===== src/rtl/counter_seek_arbiter.sv =====
// Round-robin seek controller steering a shared up/down counter to a target.
// Define SEEK_TIMEOUT_EN to abort seeks that never reach their target.
module counter_seek_arbiter #(
  parameter int W = 4
) (
  input  logic         clk,
  input  logic         reset,
  input  logic         req0,
  input  logic         req1,
  input  logic [W-1:0] tgt0,
  input  logic [W-1:0] tgt1,
  input  logic [W-1:0] cnt_val,
  output logic         cnt_en,
  output logic         cnt_up,
  output logic         gnt0,
  output logic         gnt1,
  output logic         busy,
  output logic         done,
  output logic         done_id,
  output logic         err
);

  typedef enum logic [1:0] {
    IDLE = 2'd0,
    SEEK = 2'd1,
    DONE = 2'd2
  } state_t;

  state_t state, state_nxt;

  logic [W-1:0] tgt_q;
  logic         id_q;
  logic         up_q;
  logic         first_q;
  logic         last_q;

  logic         grant;
  logic         pick;
  logic [W-1:0] tgt_pick;
  logic [W-1:0] d_up;
  logic [W-1:0] d_dn;
  logic         match;
  logic         tmo;

  always_comb begin
    grant    = (state == IDLE) && (req0 || req1);
    pick     = (req0 && req1) ? ~last_q : req1;
    tgt_pick = pick ? tgt1 : tgt0;
    d_up     = tgt_pick - cnt_val;
    d_dn     = cnt_val - tgt_pick;
    match    = (cnt_val == tgt_q);
  end

`ifdef SEEK_TIMEOUT_EN
  localparam logic [W:0] TMO_LAST = {1'b1, {W{1'b0}}};

  logic [W:0] tmo_q;

  // Index of the current SEEK cycle; the 2^W+1-th one without a match aborts.
  always_ff @(posedge clk) begin
    if (reset || state != SEEK)
      tmo_q <= '0;
    else
      tmo_q <= tmo_q + 1'b1;
  end

  assign tmo = (state == SEEK) && (tmo_q == TMO_LAST) && !match;
`else
  assign tmo = 1'b0;
`endif

  always_ff @(posedge clk) begin
    if (reset) begin
      state   <= IDLE;
      tgt_q   <= '0;
      id_q    <= 1'b0;
      up_q    <= 1'b0;
      first_q <= 1'b0;
      last_q  <= 1'b1;
    end else begin
      state   <= state_nxt;
      first_q <= grant;
      if (grant) begin
        tgt_q  <= tgt_pick;
        id_q   <= pick;
        up_q   <= (d_up <= d_dn);
        last_q <= pick;
      end
    end
  end

  always_comb begin
    state_nxt = state;
    cnt_en    = 1'b0;
    cnt_up    = 1'b0;
    gnt0      = 1'b0;
    gnt1      = 1'b0;
    busy      = 1'b0;
    done      = 1'b0;
    done_id   = 1'b0;
    err       = 1'b0;
    unique case (state)
      IDLE: begin
        if (grant)
          state_nxt = SEEK;
      end
      SEEK: begin
        busy   = 1'b1;
        cnt_up = up_q;
        cnt_en = !match && !tmo;
        err    = tmo;
        gnt0   = first_q && !id_q;
        gnt1   = first_q && id_q;
        if (match)
          state_nxt = DONE;
        else if (tmo)
          state_nxt = IDLE;
      end
      DONE: begin
        busy      = 1'b1;
        done      = 1'b1;
        done_id   = id_q;
        state_nxt = IDLE;
      end
      default: state_nxt = IDLE;
    endcase
  end

endmodule


===== config.mk =====
export PLATFORM = sky130hd
export DESIGN_NAME = counter_seek_arbiter
export DESIGN_NICKNAME = d
export VERILOG_FILES = /design/src/rtl/counter_seek_arbiter.sv
export SDC_FILE = /design/constraint.sdc
export NUM_CORES = 1
export LEC_CHECK = 0
export ABC_CLOCK_PERIOD_IN_PS = 4250
export CAP_MARGIN = 20
export CORE_MARGIN = 4
export CORE_UTILIZATION = 50
export CTS_CLUSTER_SIZE = 14
export DETAILED_ROUTE_END_ITERATION = 10
export GPL_ROUTABILITY_DRIVEN = 1
export PLACE_DENSITY_LB_ADDON = 0.25
export SYNTH_ARGS = -nofsm -noshare
export SYNTH_HDL_FRONTEND = slang
export SYNTH_SLANG_ARGS = --single-unit

===== constraint.sdc =====
create_clock -name clk -period 4.25 [get_ports clk]
set_clock_uncertainty 0.15 [all_clocks]
set_input_delay 0.425 -clock clk [delete_from_list [all_inputs] [get_ports clk]]
set_output_delay 0.425 -clock clk [all_outputs]
set_load 0.02 [all_outputs]

==> results.json <==
{
  "status": "complete, no violations",
  "cts_max_level": 1,
  "maxSlewHeadroom": 0.626,
  "postCtsSetupRepairBufs": 0,
  "drtPass1Iterations": 4,
  "design.core.area_sq_um": 1560,
  "hold_path_class": "register to register",
  "wl_per_cell_microns": 13.2,
  "final_nets": 147,
  "yosys_warnings": 0,
  "synth_top_flop_cell": "dfxtp_1",
  "antenna_found_initial": 0,
  "grt_most_used_layer": "met2",
  "slowest_delay_ns": 0.57,
  "combPwrFrac": 0.506,
  "routed_wl_mm": 1.78,
  "rsz0062_at_grt": "false",
  "start_util": 0.553,
  "multi_input_area_sq_um": 604,
  "worst_pin_slew_ns": 0.559,
  "period_minus_slack_ns": 3.20,
  "p_leak_nw": 0.485,
  "area_growth_pct": 28.6,
  "yosysSeqAreaShare": 0.232,
  "drive_above_1_share": 0.118,
  "hold_viol": 0,
  "final-max-slew-violation-count": 0,
  "cts_hold_buffers": 0,
  "die_area_sq_um": 2450,
  "antenna_left": 0,
  "async_reset_ff_frac": 0,
  "cts_buffers": 3,
  "whs_ns": 0.337,
  "ys_ff_latch": 10,
  "vias": 736,
  "grt_usage": 0.167,
  "grt_pass1_wl_mm": 3.24,
  "num_antenna_cells": 0,
  "cts_tree": "done",
  "clk_latency_ns": 0.27,
  "p_switching_mw": 0.141,
  "synth_cell_types": 35,
  "p_per_area_nw_per_um2": 336,
  "cp_data_required_time_ns": 4.23,
  "post-route-period-util": 0.753,
  "regArea_sq_um": 200,
  "grt_max_degree": 10,
  "grt_pass1_vias": 759,
  "synthesis.area_per_instance_sq_um": 8.89,
  "pwr-share-clk": 0.170,
  "die_x_microns": 49.5,
  "routabilityCongestion": 0.823,
  "sw_frac_of_total": 0.377,
  "synth_area_sq_um": 862,
  "finalSetupViolations": 0,
  "end_kind": "register",
  "vias_per_cell": 5.45,
  "n_fill_cell": 119,
  "die_h_microns": 49.5,
  "cp-start-kind": "input port",
  "path_common_cell": "ha_1",
  "tns_ns": 0,
  "ioPinCount": 24,
  "power_frac_seq": 0.323,
  "cts_sinks": 10,
  "place_hpwl_mm": 1.48,
  "syn_inst": 97,
  "final_common_cell": "clkdlybuf4s50_1",
  "grt_overflow_total": 0,
  "maxCapViolations": 0,
  "path_cells": "clkdlybuf4s50_1 -> a21bo_4 -> a22oi_1 -> inv_1 -> ha_1 -> ha_1 -> nor2_1 -> xor2_1 -> ha_1 -> a21boi_0 -> o21ai_0 -> a32oi_1 -> a21oi_1",
  "clockRootBuffer": "clkbuf_4",
  "met3_usage": 0.0602,
  "synth-edff-count": 0,
  "rows": 14,
  "syn_nets": 123,
  "r2r_slack_ns": 1.45,
  "layout_common_cells": "clkdlybuf4s50_1, inv_1, dfxtp_1",
  "worstPathMaxFanout": 7,
  "grtUsageMet1": 0.204,
  "clockBufferDepth": 2,
  "drcViolationCount": 0,
  "portBuffers": 22,
  "crit_slowest_cell": "clkdlybuf4s50_1",
  "power.internal_mw": 0.232,
  "fmax_mhz": 313,
  "cp.arrival_ns": 3.18,
  "path_clk_slew_ns": 0.06,
  "drtIter0Drc": 7,
  "use_met2": 0.271,
  "vdd_drop_max_v": 0.000238,
  "cts_resized": 0,
  "critPathKind": "input port to register"
}
-- through the flow --
step | instance area (sq um) | utilization | cells | worst slack, ns | total power, mW
floorplan | 862 | - | 97 | 1.57 | 0.257
global placement | 1090 | 0.697 | 132 | 0.841 | 0.306
detailed placement | 1090 | 0.697 | 132 | 0.766 | 0.311
CTS | 1110 | 0.711 | 135 | 1.05 | 0.375
global route | 1110 | 0.711 | 135 | 0.795 | 0.404
finish | 1110 | 0.711 | 135 | 1.05 | 0.373
-- worst max-delay path, delay by kind of cell --
kind / cells / cell delay [ns]
buffers and inverters: 2 / 0.65
AND/OR/NAND/NOR: 1 / 0.12
adder cells (fa/ha/maj): 3 / 0.78
AO/OA/AOI/OAI: 6 / 1.11
XOR/XNOR: 1 / 0.09
-- layout make-up --
class | instances | area share
multi-input combinational | 73 | 0.545
timing repair buffer | 22 | 0.199
sequential | 10 | 0.181
inverter | 11 | 0.0372
clock buffer | 3 | 0.0203
tap | 16 | 0.0181
-- registers in the layout (all words and copies together) (netlist names) --
| signal | count |
|---|---|
| up_q | 1 |
| state | 2 |
| id_q | 1 |
| tgt_q | 4 |
| first_q | 1 |
| last_q | 1 |
-- worst paths after layout --
| kind | start | endpoint | cells past startpoint |
|---|---|---|---|
| worst max-delay path | req1 | up_q$_SDFFE_PP0P_ | 13 |
| worst max register to register | last_q$_SDFFE_PP1P_ | up_q$_SDFFE_PP0P_ | 12 |
| worst min-delay path | tgt_q[0]$_SDFFE_PP0P_ | tgt_q[0]$_SDFFE_PP0P_ | 2 |
| worst min register to register | tgt_q[0]$_SDFFE_PP0P_ | tgt_q[0]$_SDFFE_PP0P_ | 2 |
-- Yosys cell counts (2+ instances only) --
cell type  count  share of area
and2_2         2          0.017
and3_1         2          0.015
xnor2_1        3          0.030
a211oi_1       3          0.026
o21ai_0        4          0.023
a22oi_1        2          0.017
xor2_1         5          0.051
nor2_1         9          0.039
ha_1           9           0.13
and2_1         2          0.015
dfxtp_1       10           0.23
inv_1         11          0.048
a221oi_2       2          0.035
a21oi_1        6          0.035
nand2_1        7          0.030
-- power by group through the flow --
| stage | sequential, mW | combinational, mW | clock, mW |
|---|---|---|---|
| 6_report | 0.120 | 0.189 | 0.0635 |
| 5_1_grt | 0.123 | 0.212 | 0.0689 |
| 4_1_cts | 0.120 | 0.189 | 0.0658 |
| 3_5_place_dp | 0.122 | 0.188 | 0 |
| 3_3_place_gp | 0.122 | 0.183 | 0 |
| 2_1_floorplan | 0.120 | 0.137 | 0 |
-- cell families (layout without fill, tap and decap cells) --
| family | Yosys count | after routing | share of synthesized area |
|---|---|---|---|
| xor+xnor | 9 | 9 | 0.100 |
| mux | 2 | 2 | 0.0276 |
| compound gates | 26 | 26 | 0.279 |
| buf+inv | 14 | 36 | 0.0668 |
| fa+ha+maj | 10 | 10 | 0.154 |
| flops | 10 | 10 | 0.232 |
| other cells | 1 | 1 | 0.00435 |
| simple gates | 25 | 25 | 0.136 |
-- metal layers --
layer	vias to the layer above	wire, microns
met5	-	0
li1	379	-
met4	0	18
met1	334	827
met3	2	129
met2	21	807
No activity file was read; power rests on OpenSTA's default activity.
